==> config.mk <==
export PLATFORM = sky130hd
export DESIGN_NAME = bus_decode_ctrl_flat
export DESIGN_NICKNAME = d
export VERILOG_FILES = /design/src/rtl/bus_decode_pkg.sv /design/src/rtl/bus_decode_ctrl_if.sv /design/src/rtl/bus_decode_ctrl_chan_match.sv /design/src/rtl/bus_decode_ctrl.sv /design/src/flat_wrapper.sv
export SDC_FILE = /design/constraint.sdc
export NUM_CORES = 1
export LEC_CHECK = 0
export CORE_UTILIZATION = 48
export CTS_CLUSTER_SIZE = 30
export DETAILED_ROUTE_END_ITERATION = 8
export PLACE_DENSITY = 0.84
export RECOVER_POWER = 50
export SETUP_SLACK_MARGIN = 0.2
export SLEW_MARGIN = 30
export SYNTH_ARGS = -nofsm -noshare
export SYNTH_HDL_FRONTEND = slang
export SYNTH_SLANG_ARGS = --single-unit
export TNS_END_PERCENT = 1
==> constraint.sdc <==
create_clock -name CLK -period 3 [get_ports CLK]
set_clock_uncertainty 0.2 [all_clocks]
set_input_delay 0.3 -clock CLK [delete_from_list [all_inputs] [get_ports CLK]]
set_output_delay 0.3 -clock CLK [all_outputs]
set_load 0.01 [all_outputs]
==> src/rtl/bus_decode_pkg.sv <==
// Shared types and helpers for the 8088 bus decode / wait-state controller.
//   state_e        : controller FSM states
//   WAIT_W         : width of a per-channel wait-state count
//   TIMEOUT_W      : ACTIVE-phase counter width for the default TIMEOUT of 64
//   onehot_to_idx  : index of the set bit in a (<=16 bit) one-hot vector
package bus_decode_pkg;

  typedef enum logic [1:0] {
    IDLE   = 2'd0,
    LATCH  = 2'd1,
    WAITS  = 2'd2,
    ACTIVE = 2'd3
  } state_e;

  localparam int WAIT_W      = 4;
  localparam int TIMEOUT_DEF = 64;
  localparam int TIMEOUT_W   = $clog2(TIMEOUT_DEF);

  // OR-reduce the indices of all set bits; exact for a one-hot or zero input.
  function automatic logic [3:0] onehot_to_idx(input logic [15:0] oh);
    logic [3:0] idx;
    idx = '0;
    for (int i = 0; i < 16; i++)
      if (oh[i]) idx = idx | 4'(i);
    return idx;
  endfunction

endpackage

==> src/rtl/bus_decode_ctrl_if.sv <==
// CPU-side bus bundle for bus_decode_ctrl.
//   master : CPU / testbench side (drives ALE, A, AD, IOM, RD, WR)
//   slave  : controller side (drives Address, CS, READY, BUS_ERR, ERR_ADDR)
interface bus_decode_ctrl_if #(
  parameter int NUM_CH = 4,
  parameter int ADDR_W = 20
);
  logic              ALE;
  logic [ADDR_W-9:0] A;
  logic [7:0]        AD;
  logic              IOM;
  logic              RD;
  logic              WR;
  logic [ADDR_W-1:0] Address;
  logic [NUM_CH-1:0] CS;
  logic              READY;
  logic              BUS_ERR;
  logic [ADDR_W-1:0] ERR_ADDR;

  modport master (
    output ALE, A, AD, IOM, RD, WR,
    input  Address, CS, READY, BUS_ERR, ERR_ADDR
  );

  modport slave (
    input  ALE, A, AD, IOM, RD, WR,
    output Address, CS, READY, BUS_ERR, ERR_ADDR
  );
endinterface

==> src/rtl/bus_decode_ctrl_chan_match.sv <==
// Combinational region decoder: compares an address/space pair against every
// channel's base/mask/space and keeps only the lowest-index hit.
//   i_addr   : latched bus address
//   i_iom    : 1 = I/O space, 0 = memory
//   o_hit    : at least one channel matched
//   o_idx    : index of the winning channel (0 when no hit)
//   o_onehot : one-hot of the winning channel (0 when no hit)
module chan_match
  import bus_decode_pkg::*;
#(
  parameter int                       NUM_CH = 4,
  parameter int                       ADDR_W = 20,
  parameter logic [NUM_CH*ADDR_W-1:0] BASE   = '0,
  parameter logic [NUM_CH*ADDR_W-1:0] MASK   = '0,
  parameter logic [NUM_CH-1:0]        IS_IO  = '0,
  localparam int                      IDX_W  = (NUM_CH > 1) ? $clog2(NUM_CH) : 1
) (
  input  logic [ADDR_W-1:0] i_addr,
  input  logic              i_iom,
  output logic              o_hit,
  output logic [IDX_W-1:0]  o_idx,
  output logic [NUM_CH-1:0] o_onehot
);

  logic [NUM_CH-1:0] w_raw;

  for (genvar g = 0; g < NUM_CH; g++) begin : g_ch
    localparam logic [ADDR_W-1:0] M = MASK[g*ADDR_W +: ADDR_W];
    localparam logic [ADDR_W-1:0] B = BASE[g*ADDR_W +: ADDR_W] & M;
    assign w_raw[g] = ((i_addr & M) == B) && (i_iom == IS_IO[g]);
  end

  // x & -x isolates the lowest set bit: lowest channel index wins.
  assign o_onehot = w_raw & (~w_raw + NUM_CH'(1));
  assign o_hit    = |w_raw;
  assign o_idx    = IDX_W'(onehot_to_idx(16'(o_onehot)));

endmodule

==> src/rtl/bus_decode_ctrl.sv <==
// Clocked address latch, chip-select decoder and wait-state generator for the
// 8088 minimum-mode bus.
//   CLK, RESET : bus clock, synchronous active-low reset
//   bus.slave  : ALE/A/AD/IOM/RD/WR in; Address, one-hot CS, READY,
//                BUS_ERR (1-cycle pulse on miss or timeout), ERR_ADDR out
// Region tables are packed with channel 0 in the LSBs. Defaults:
//   ch0 mem 00000/80000 wait 0   ch1 mem 80000/80000 wait 2
//   ch2 io  0FF00/0FFF0 wait 1   ch3 io  01C00/0FE00 wait 3
module bus_decode_ctrl
  import bus_decode_pkg::*;
#(
  parameter int                       NUM_CH  = 4,
  parameter int                       ADDR_W  = 20,
  parameter logic [NUM_CH*ADDR_W-1:0] BASE    = {20'h01C00, 20'h0FF00, 20'h80000, 20'h00000},
  parameter logic [NUM_CH*ADDR_W-1:0] MASK    = {20'h0FE00, 20'h0FFF0, 20'h80000, 20'h80000},
  parameter logic [NUM_CH-1:0]        IS_IO   = 4'b1100,
  parameter logic [NUM_CH*4-1:0]      WAIT    = {4'd3, 4'd1, 4'd2, 4'd0},
  parameter int                       TIMEOUT = 64
) (
  input  logic            CLK,
  input  logic            RESET,
  bus_decode_ctrl_if.slave bus
);

  localparam int TW    = (TIMEOUT > 1) ? $clog2(TIMEOUT) : 1;
  localparam int IDX_W = (NUM_CH > 1) ? $clog2(NUM_CH) : 1;

  state_e            r_state;
  logic [ADDR_W-1:0] r_addr;
  logic [ADDR_W-1:0] r_err_addr;
  logic [NUM_CH-1:0] r_cs;
  logic              r_ready;
  logic              r_bus_err;
  logic [WAIT_W-1:0] r_cnt;
  logic [TW-1:0]     r_tcnt;
  logic              r_strobe;

  logic              w_hit;
  logic [IDX_W-1:0]  w_idx;
  logic [NUM_CH-1:0] w_oh;
  logic [WAIT_W-1:0] w_wait;
  logic [WAIT_W-1:0] w_wait_tab [NUM_CH];
  logic              w_strobe;
  logic              w_done;

  // Decode uses the registered address and the live IOM; IOM only matters on
  // the LATCH->decode edge.
  chan_match #(
    .NUM_CH (NUM_CH),
    .ADDR_W (ADDR_W),
    .BASE   (BASE),
    .MASK   (MASK),
    .IS_IO  (IS_IO)
  ) u_match (
    .i_addr   (r_addr),
    .i_iom    (bus.IOM),
    .o_hit    (w_hit),
    .o_idx    (w_idx),
    .o_onehot (w_oh)
  );

  for (genvar g = 0; g < NUM_CH; g++) begin : g_wait
    assign w_wait_tab[g] = WAIT[g*WAIT_W +: WAIT_W];
  end
  assign w_wait = w_wait_tab[w_idx];

  // RD and WR low together simply count as a strobe.
  assign w_strobe = ~bus.RD | ~bus.WR;
  assign w_done   = bus.RD & bus.WR & r_strobe;

  always_ff @(posedge CLK) begin
    if (!RESET) begin
      r_state    <= IDLE;
      r_addr     <= '0;
      r_err_addr <= '0;
      r_cs       <= '0;
      r_ready    <= 1'b1;
      r_bus_err  <= 1'b0;
      r_cnt      <= '0;
      r_tcnt     <= '0;
      r_strobe   <= 1'b0;
    end else begin
      r_bus_err <= 1'b0;
      // ALE restarts from any state: in IDLE/LATCH it latches, elsewhere it
      // silently aborts the running cycle.
      if (bus.ALE) begin
        r_addr  <= {bus.A, bus.AD};
        r_cs    <= '0;
        r_ready <= 1'b1;
        r_state <= LATCH;
      end else begin
        unique case (r_state)
          IDLE: ;
          LATCH: begin
            if (w_hit) begin
              r_cs     <= w_oh;
              r_cnt    <= w_wait;
              r_tcnt   <= '0;
              r_strobe <= 1'b0;
              if (w_wait == '0) begin
                r_ready <= 1'b1;
                r_state <= ACTIVE;
              end else begin
                r_ready <= 1'b0;
                r_state <= WAITS;
              end
            end else begin
              r_bus_err  <= 1'b1;
              r_err_addr <= r_addr;
              r_cs       <= '0;
              r_ready    <= 1'b1;
              r_state    <= IDLE;
            end
          end
          WAITS: begin
            r_cnt <= r_cnt - WAIT_W'(1);
            // Leaving on cnt==1 keeps READY low for exactly WAIT cycles.
            if (r_cnt == WAIT_W'(1)) begin
              r_ready  <= 1'b1;
              r_tcnt   <= '0;
              r_strobe <= 1'b0;
              r_state  <= ACTIVE;
            end
          end
          ACTIVE: begin
            if (w_done) begin
              r_cs    <= '0;
              r_state <= IDLE;
            end else if (r_tcnt == TW'(TIMEOUT - 1)) begin
              r_bus_err  <= 1'b1;
              r_err_addr <= r_addr;
              r_cs       <= '0;
              r_state    <= IDLE;
            end else begin
              r_tcnt <= r_tcnt + TW'(1);
              if (w_strobe) r_strobe <= 1'b1;
            end
          end
          default: r_state <= IDLE;
        endcase
      end
    end
  end

  assign bus.Address  = r_addr;
  assign bus.CS       = r_cs;
  assign bus.READY    = r_ready;
  assign bus.BUS_ERR  = r_bus_err;
  assign bus.ERR_ADDR = r_err_addr;

endmodule

==> src/flat_wrapper.sv <==
// flat-port wrapper written by rule: the top's interface ports become plain ports
module bus_decode_ctrl_flat import bus_decode_pkg::*;
#(
  parameter int                       NUM_CH  = 4,
  parameter int                       ADDR_W  = 20,
  parameter logic [NUM_CH*ADDR_W-1:0] BASE    = {20'h01C00, 20'h0FF00, 20'h80000, 20'h00000},
  parameter logic [NUM_CH*ADDR_W-1:0] MASK    = {20'h0FE00, 20'h0FFF0, 20'h80000, 20'h80000},
  parameter logic [NUM_CH-1:0]        IS_IO   = 4'b1100,
  parameter logic [NUM_CH*4-1:0]      WAIT    = {4'd3, 4'd1, 4'd2, 4'd0},
  parameter int                       TIMEOUT = 64
)
  (CLK, RESET, bus_ALE, bus_A, bus_AD, bus_IOM, bus_RD, bus_WR, bus_Address, bus_CS, bus_READY, bus_BUS_ERR, bus_ERR_ADDR);
  bus_decode_ctrl_if #(.NUM_CH(NUM_CH), .ADDR_W(ADDR_W)) bus_i ();
  input  logic CLK;
  input  logic RESET;
  input wire logic [$bits(bus_i.ALE)-1:0] bus_ALE;
  input wire logic [$bits(bus_i.A)-1:0] bus_A;
  input wire logic [$bits(bus_i.AD)-1:0] bus_AD;
  input wire logic [$bits(bus_i.IOM)-1:0] bus_IOM;
  input wire logic [$bits(bus_i.RD)-1:0] bus_RD;
  input wire logic [$bits(bus_i.WR)-1:0] bus_WR;
  output wire logic [$bits(bus_i.Address)-1:0] bus_Address;
  output wire logic [$bits(bus_i.CS)-1:0] bus_CS;
  output wire logic [$bits(bus_i.READY)-1:0] bus_READY;
  output wire logic [$bits(bus_i.BUS_ERR)-1:0] bus_BUS_ERR;
  output wire logic [$bits(bus_i.ERR_ADDR)-1:0] bus_ERR_ADDR;
  assign bus_i.ALE = bus_ALE;
  assign bus_i.A = bus_A;
  assign bus_i.AD = bus_AD;
  assign bus_i.IOM = bus_IOM;
  assign bus_i.RD = bus_RD;
  assign bus_i.WR = bus_WR;
  assign bus_Address = bus_i.Address;
  assign bus_CS = bus_i.CS;
  assign bus_READY = bus_i.READY;
  assign bus_BUS_ERR = bus_i.BUS_ERR;
  assign bus_ERR_ADDR = bus_i.ERR_ADDR;
  bus_decode_ctrl #(.NUM_CH(NUM_CH), .ADDR_W(ADDR_W), .BASE(BASE), .MASK(MASK), .IS_IO(IS_IO), .WAIT(WAIT), .TIMEOUT(TIMEOUT)) u_core (.CLK(CLK), .RESET(RESET), .bus(bus_i));
endmodule
==> results.py, run 1 <==
metrics = {
    "global_route": {
        "gr-total-overflow": 0,
        "grt_pass1_vias": 2395,
        "grt_max_degree": 53,
        "grt_pass1_wl_um": 11060,
        "grt_antenna_before_repair": 0,
        "gr-usage-all-layers": 0.2382,
    },
    "clocking": {
        "cts-root-buf": "clkbuf_8",
        "cts_setup_buffers": 0,
        "cts_buffers": 9,
        "ctsHoldBuffers": 0,
        "clk_latency_ns": 0.34,
        "post_cts_resized": 0,
        "clk_pin_slew_ns": 0.07,
        "cts_tree": "built",
        "numClockSinks": 59,
        "htreeDepth": 3,
        "clock_path_buffers": 2,
    },
    "worst_setup_path": {
        "r2r-start": "u_core.bus.Address[15]$_SDFFE_PN0P_",
        "r2r-end": "u_core.r_cnt[3]$_SDFFE_PN0P_",
        "path_class": "reg2reg",
        "cp.required_ns": 3.04,
        "arrival_ns": 2.51,
        "rr_worst_depth": 5,
        "cp-start-kind": "flop",
        "crit_path_end_kind": "flop",
        "r2r_slack_ns": 0.53,
        "path_max_fanout": 6,
    },
    "timing": {
        "setup-violations-final": 0,
        "setup_tns_ns": 0,
        "period_share": 0.8225,
        "clock.fmax_mhz": 405.2,
        "drv_slew": 0,
        "hold_viol": 0,
        "worst_pin_slew_ns": 0.6067,
        "slew_headroom": 0.5898,
        "rsz0062_at_grt": "false",
        "fin_crit_ns": 2.468,
    },
    "power_and_ir_drop": {
        "power_frac_clock": 0.454,
        "power.density_mw_per_mm2": 531.8,
        "seq_power_share": 0.426,
        "ir_worst_vdd_mv": 0.3272,
        "p_int_w": 0.001504,
        "p_sw_w": 0.0004535,
        "switching_share": 0.2317,
        "power.leakage_nw": 1.497,
        "pwr-share-comb": 0.120,
    },
    "placed_design": {
        "routabilityCongestion": 0.9182,
        "dp_hpwl_um": 4637,
        "io_buffers": 71,
    },
    "job": {
        "max-cap-violations": 0,
    },
    "worst_hold_path": {
        "hold-path-cell-count": 3,
        "hp-start": "RESET",
        "holdPathEnd": "u_core.r_cnt[1]$_SDFFE_PN0P_",
        "hp-class": "in2reg",
    },
    "drt": {
        "wl_per_cell_um": 14.45,
        "vias": 2427,
        "antenna_left": 0,
        "routed_wirelength_um": 6446,
        "drc": 0,
        "avgViaCountPerCell": 5.442,
        "drt-initial-drc-count": 127,
        "drt-pass1-iter-count": 4,
    },
    "synthesis": {
        "syn-num-nets": 335,
        "synth_seq_area_share": 0.4409,
        "yosys_register_bits": 59,
        "synth_area_mm2": 0.002679,
        "avgSynthCellArea_um2": 8.870,
        "synth-xor-area-share": 0,
        "yosys.area_share.simple": 0.2214,
        "ys_warn_count": 0,
        "synth-compound-area-share": 0.1065,
        "synth_edf_count": 0,
        "synth_top_family_by_area": "simple AND/OR/NAND/NOR gates",
        "synth_fa_ha_area_frac": 0.03270,
        "synth_mux_area_frac": 0.1569,
        "synth_cells": 302,
        "ys.flop_type": "dfxtp_1",
        "synthArstFlopShare": 0,
        "yosysUniqueCellTypes": 49,
    },
    "layout": {
        "multi_input_area_mm2": 0.001393,
        "fin_util": 0.7028,
        "layout-drive-gt1-share": 0.07979,
        "fillCellCount": 413,
        "register_area_mm2": 0.001181,
        "fin_nets": 404,
        "synthToLayoutAreaGrowth_pct": 37.41,
        "diodes": 0,
    },
    "floorplanning": {
        "core_area_mm2": 0.005238,
        "die-area_mm2": 0.005884,
        "start_util": 0.5115,
        "die_x_um": 76.71,
        "ioPinCount": 72,
        "die_h_um": 76.71,
        "rows": 26,
    },
    "outcome": {
        "outcome": "completed",
    },
}
-- worst max-delay path by stage --
| stage | startpoint | to | slack, ns |
|---|---|---|---|
| floorplan | u_core.bus.Address[9]$_SDFFE_PN0P_ | u_core.r_tcnt[2]$_SDFFE_PN0P_ | 0.68 |
| global placement | bus_IOM | u_core.r_tcnt[2]$_SDFFE_PN0P_ | 0.43 |
| detailed placement | bus_IOM | u_core.r_tcnt[2]$_SDFFE_PN0P_ | 0.35 |
| CTS | u_core.bus.Address[15]$_SDFFE_PN0P_ | u_core.r_cnt[3]$_SDFFE_PN0P_ | 0.54 |
| global route | u_core.bus.Address[15]$_SDFFE_PN0P_ | u_core.r_cnt[3]$_SDFFE_PN0P_ | 0.38 |
| finish | u_core.bus.Address[15]$_SDFFE_PN0P_ | u_core.r_cnt[3]$_SDFFE_PN0P_ | 0.53 |
-- per-stage QoR --
| step | cell area (um^2) | setup slack (ns) | std cells | total power (W) | hold slack, ns |
|---|---|---|---|---|---|
| CTS | 3681 | 0.5443 | 446 | 0.001980 | 0.2021 |
| detailed placement | 3438 | 0.3542 | 430 | 0.001091 | 0.2486 |
| floorplan | 2679 | 0.6829 | 302 | 0.0009802 | 0.2472 |
| finish | 3681 | 0.5324 | 446 | 0.001957 | 0.2229 |
| global placement | 3438 | 0.4348 | 430 | 0.001085 | 0.2404 |
| global route | 3681 | 0.3849 | 446 | 0.002034 | 0.2521 |
-- power groups by stage --
stage / Combinational, W / Clock [W] / Sequential, W
floorplan: 0.000123 / 0 / 0.000858
global placement: 0.000234 / 0 / 0.000852
detailed placement: 0.000239 / 0 / 0.000852
CTS: 0.000240 / 0.000905 / 0.000835
global route: 0.000256 / 0.000940 / 0.000838
finish: 0.000235 / 0.000888 / 0.000834
-- metal layers --
layer	share of wire	GRT usage
met5	0	0
met4	0.025	0.1115
met3	0.080	0.1012
met2	0.49	0.3884
met1	0.41	0.2674
-- cells by family after synthesis --
| kind of cell | Yosys count |
|---|---|
| and+or+nand+nor | 125 |
| DFF | 59 |
| buffers and inverters | 27 |
| muxes | 42 |
| AOI/OAI and AO/OA | 42 |
| adders and majority gates | 7 |
-- layout make-up --
type,instances,area share
Timing Repair Buffer,76,0.2019
Clock inverter,4,0.02651
Tap cell,70,0.02379
Clock buffer,12,0.03943
Inverter,9,0.009177
Multi-Input combinational cell,216,0.3783
Sequential cell,59,0.3209
-- layout by cell type (no fill, tap or decap), types with 3 or more instances in the layout --
master,instances
clkdlybuf4s50_1,37
nand2_1,54
a31oi_1,7
buf_4,5
nand2b_1,3
o21ai_0,5
o22ai_1,3
nand3_1,11
bufinv_16,3
clkbuf_8,10
or4_1,3
or2_2,3
a21oi_1,10
dfxtp_1,59
inv_1,8
nor2_1,29
ha_1,7
nor4_1,3
dlygate4sd3_1,33
mux2i_1,42
or3_1,3
-- registers in the layout (all words and copies together), names as in the netlist --
| register | cells |
|---|---|
| u_core.bus.CS | 4 |
| u_core.r_state | 2 |
| u_core.r_tcnt | 6 |
| u_core.bus.ERR_ADDR | 20 |
| u_core.r_strobe | 1 |
| u_core.bus.BUS_ERR | 1 |
| u_core.r_cnt | 4 |
| u_core.bus.READY | 1 |
| u_core.bus.Address | 20 |
-- synthesized netlist by cell type (2+ instances only) --
| library cell | n | area (um^2) |
|---|---|---|
| a31oi_1 | 7 | 43.79 |
| nor2_1 | 29 | 108.9 |
| or3_1 | 3 | 18.77 |
| or2_2 | 3 | 18.77 |
| or4_1 | 3 | 22.52 |
| dfxtp_1 | 59 | 1181 |
| a21oi_1 | 10 | 50.05 |
| mux2i_1 | 42 | 420.4 |
| nor3_1 | 2 | 10.01 |
| a311oi_1 | 2 | 17.52 |
| nand4b_1 | 2 | 17.52 |
| and3_1 | 2 | 12.51 |
| nand2b_1 | 3 | 18.77 |
| buf_2 | 2 | 10.01 |
| inv_1 | 8 | 30.03 |
| a21boi_0 | 2 | 15.01 |
| nand3_1 | 11 | 55.05 |
| nand2_1 | 54 | 202.7 |
| o21ai_0 | 5 | 25.02 |
| ha_1 | 7 | 87.58 |
| o22ai_1 | 3 | 18.77 |
| clkbuf_1 | 14 | 52.55 |
| nor4_1 | 3 | 18.77 |
-- critical path: stages (launching register included) --
cell and delay, ns:
dfxtp_1 0.43, nor4b_1 0.54, nand4b_1 0.28, a31oi_1 0.51, nand2_1 0.14, o32ai_1 0.27
Power figures use the tool's default switching activity.
==> run 2: changes to the inputs <==
CORE_UTILIZATION = 43   (was 48)
PLACE_DENSITY = 0.8   (was 0.84)
clock period = 2.2 ns   (was 3 ns; I/O delays follow)
==> run 2 against run 1 <==
  * Core utilization decreased by 2.3 points
  * Die area increased by 11%
  * Hold slack got worse by 0.15 ns
  * Register-to-register slack got worse by 0.50 ns
  * Global-route usage increased by 0.074 points
  * Maximum frequency increased by 14%
  * Cell count increased by 8.5%
==> results.py, run 2 (synthesis results as in run 1) <==
metrics = {
    "layout": {
        "multi_input_area_mm2": 0.001503,
        "design_area_mm2": 0.004048,
        "register_area_mm2": 0.001195,
        "synthToLayoutAreaGrowth_pct": 51.10,
        "layout-drive-gt1-share": 0.2152,
        "mostFrequentLayoutCells": "dfxtp_1, nand2_1, mux2i_1",
        "diodes": 0,
        "fin_nets": 437,
        "fillCellCount": 455,
        "layout_commonest_cell": "dfxtp_1",
    },
    "floorplanning": {
        "die-area_mm2": 0.006550,
        "rows": 28,
        "start_util": 0.4498,
        "core_area_mm2": 0.005956,
        "die_h_um": 80.93,
        "die_x_um": 80.93,
        "ioPinCount": 72,
    },
    "worst_hold_path": {
        "hp-class": "in2reg",
        "hp-start": "RESET",
        "hold-path-cell-count": 2,
        "holdPathEnd": "u_core.r_state[0]$_SDFFE_PN0P_",
    },
    "clocking": {
        "cts_tree": "built",
        "cts_buffers": 9,
        "clk_pin_slew_ns": 0.08,
        "clk_latency_ns": 0.35,
        "htreeDepth": 3,
        "numClockSinks": 59,
        "ctsHoldBuffers": 0,
        "cts-root-buf": "clkbuf_8",
        "clock_path_buffers": 2,
    },
    "timing": {
        "setup_slack_ns": 0.03260,
        "fin_hold_ws_ns": 0.06846,
        "period_share": 0.9852,
        "setup_tns_ns": 0,
        "clock.fmax_mhz": 461.4,
        "hold_viol": 0,
        "rsz0062_at_grt": "true",
        "worst_pin_slew_ns": 0.7428,
        "fin_crit_ns": 2.167,
        "setup-violations-final": 0,
        "slew_headroom": 0.5048,
        "drv_slew": 0,
    },
    "worst_setup_path": {
        "r2r-end": "u_core.r_tcnt[0]$_SDFFE_PN0P_",
        "r2r_slack_ns": 0.03,
        "critical_path.cell_chain": "or4_4 > o21a_4 > and3_4 > or4_4 > a21oi_2",
        "crit_path_end_kind": "flop",
        "r2r-start": "u_core.bus.Address[13]$_SDFFE_PN0P_",
        "path_class": "reg2reg",
        "path_max_fanout": 6,
        "arrival_ns": 2.25,
        "rr_worst_depth": 5,
        "cpMostUsedCell": "or4_4",
        "cp.required_ns": 2.28,
        "cp-start-kind": "flop",
        "slowest_stage": "or4_4",
        "slowest_delay_ns": 0.55,
    },
    "global_route": {
        "grt_pass1_vias": 2564,
        "gr-total-overflow": 0,
        "gr-usage-all-layers": 0.2390,
        "grt_pass1_wl_um": 11820,
        "grt_antenna_before_repair": 0,
        "grt_max_degree": 41,
    },
    "drt": {
        "avgViaCountPerCell": 5.345,
        "antenna_left": 0,
        "drt-pass1-iter-count": 4,
        "drc": 0,
        "wl_per_cell_um": 15.51,
        "drt-initial-drc-count": 158,
        "vias": 2587,
        "routed_wirelength_um": 7507,
    },
    "placed_design": {
        "dpl-instance-area_mm2": 0.003652,
        "io_buffers": 71,
        "dp_hpwl_um": 4962,
        "routabilityCongestion": 0.8630,
        "place_ws_ns": -0.1407,
    },
    "power_and_ir_drop": {
        "power.leakage_nw": 1.651,
        "power.density_mw_per_mm2": 628.0,
        "ir_worst_vdd_mv": 0.5743,
        "total_power_w": 0.002542,
    },
    "outcome": {
        "outcome": "completed",
    },
    "job": {
        "max-cap-violations": 0,
    },
}
-- run 2: power by group --
part / internal (W) / switching [W]
sequential: 0.00110 / 0.0000335
combinational: 0.000211 / 0.000186
clock: 0.000528 / 0.000479
-- run 2: what timing repair did --
item | in CTS | in global routing
gates cloned | 1 | 0
setup buffers | 1 | 4
resized for setup | 11 | 31
setup endpoints to repair | 31 | 38
pin swaps | 6 | 9
-- run 2: layout make-up --
class	count	share of cell area
Multi-Input combinational cell	216	0.3713
Sequential cell	59	0.2952
Timing Repair Buffer	109	0.2516
Clock buffer	9	0.03060
Tap cell	75	0.02318
Clock inverter	7	0.01886
Inverter	9	0.009274
-- run 2: worst max-delay path by stage --
stage	start	end	depth (start not counted)
final	u_core.bus.Address[13]$_SDFFE_PN0P_	u_core.r_tcnt[0]$_SDFFE_PN0P_	5
after floorplan	u_core.bus.Address[15]$_SDFFE_PN0P_	u_core.r_tcnt[0]$_SDFFE_PN0P_	6
after global routing	u_core.bus.Address[6]$_SDFFE_PN0P_	u_core.r_tcnt[0]$_SDFFE_PN0P_	6
after detailed placement	bus_IOM	u_core.bus.ERR_ADDR[16]$_SDFFE_PN0P_	7
after CTS	u_core.bus.Address[15]$_SDFFE_PN0P_	u_core.r_tcnt[0]$_SDFFE_PN0P_	5
after global placement	bus_IOM	u_core.bus.ERR_ADDR[16]$_SDFFE_PN0P_	7
-- run 2: critical path, delay by kind of cell (launching register included) --
family / cells / cell delay [ns]
compound gates: 2 / 0.34
flops: 1 / 0.33
simple gates: 3 / 1.22
-- run 2: layer usage --
layer	global-route usage	share of wire	vias up
li1	-	-	1263
met1	0.2765	0.43	1214
met2	0.4008	0.48	87
met3	0.08764	0.063	23
met4	0.08929	0.028	0
met5	0	0	-
-- run 2: stage by stage --
stage / instances / util
2_1_floorplan: 302 / -
3_3_place_gp: 462 / 0.6132
3_5_place_dp: 462 / 0.6132
4_1_cts: 480 / 0.6557
5_1_grt: 484 / 0.6796
6_report: 484 / 0.6796
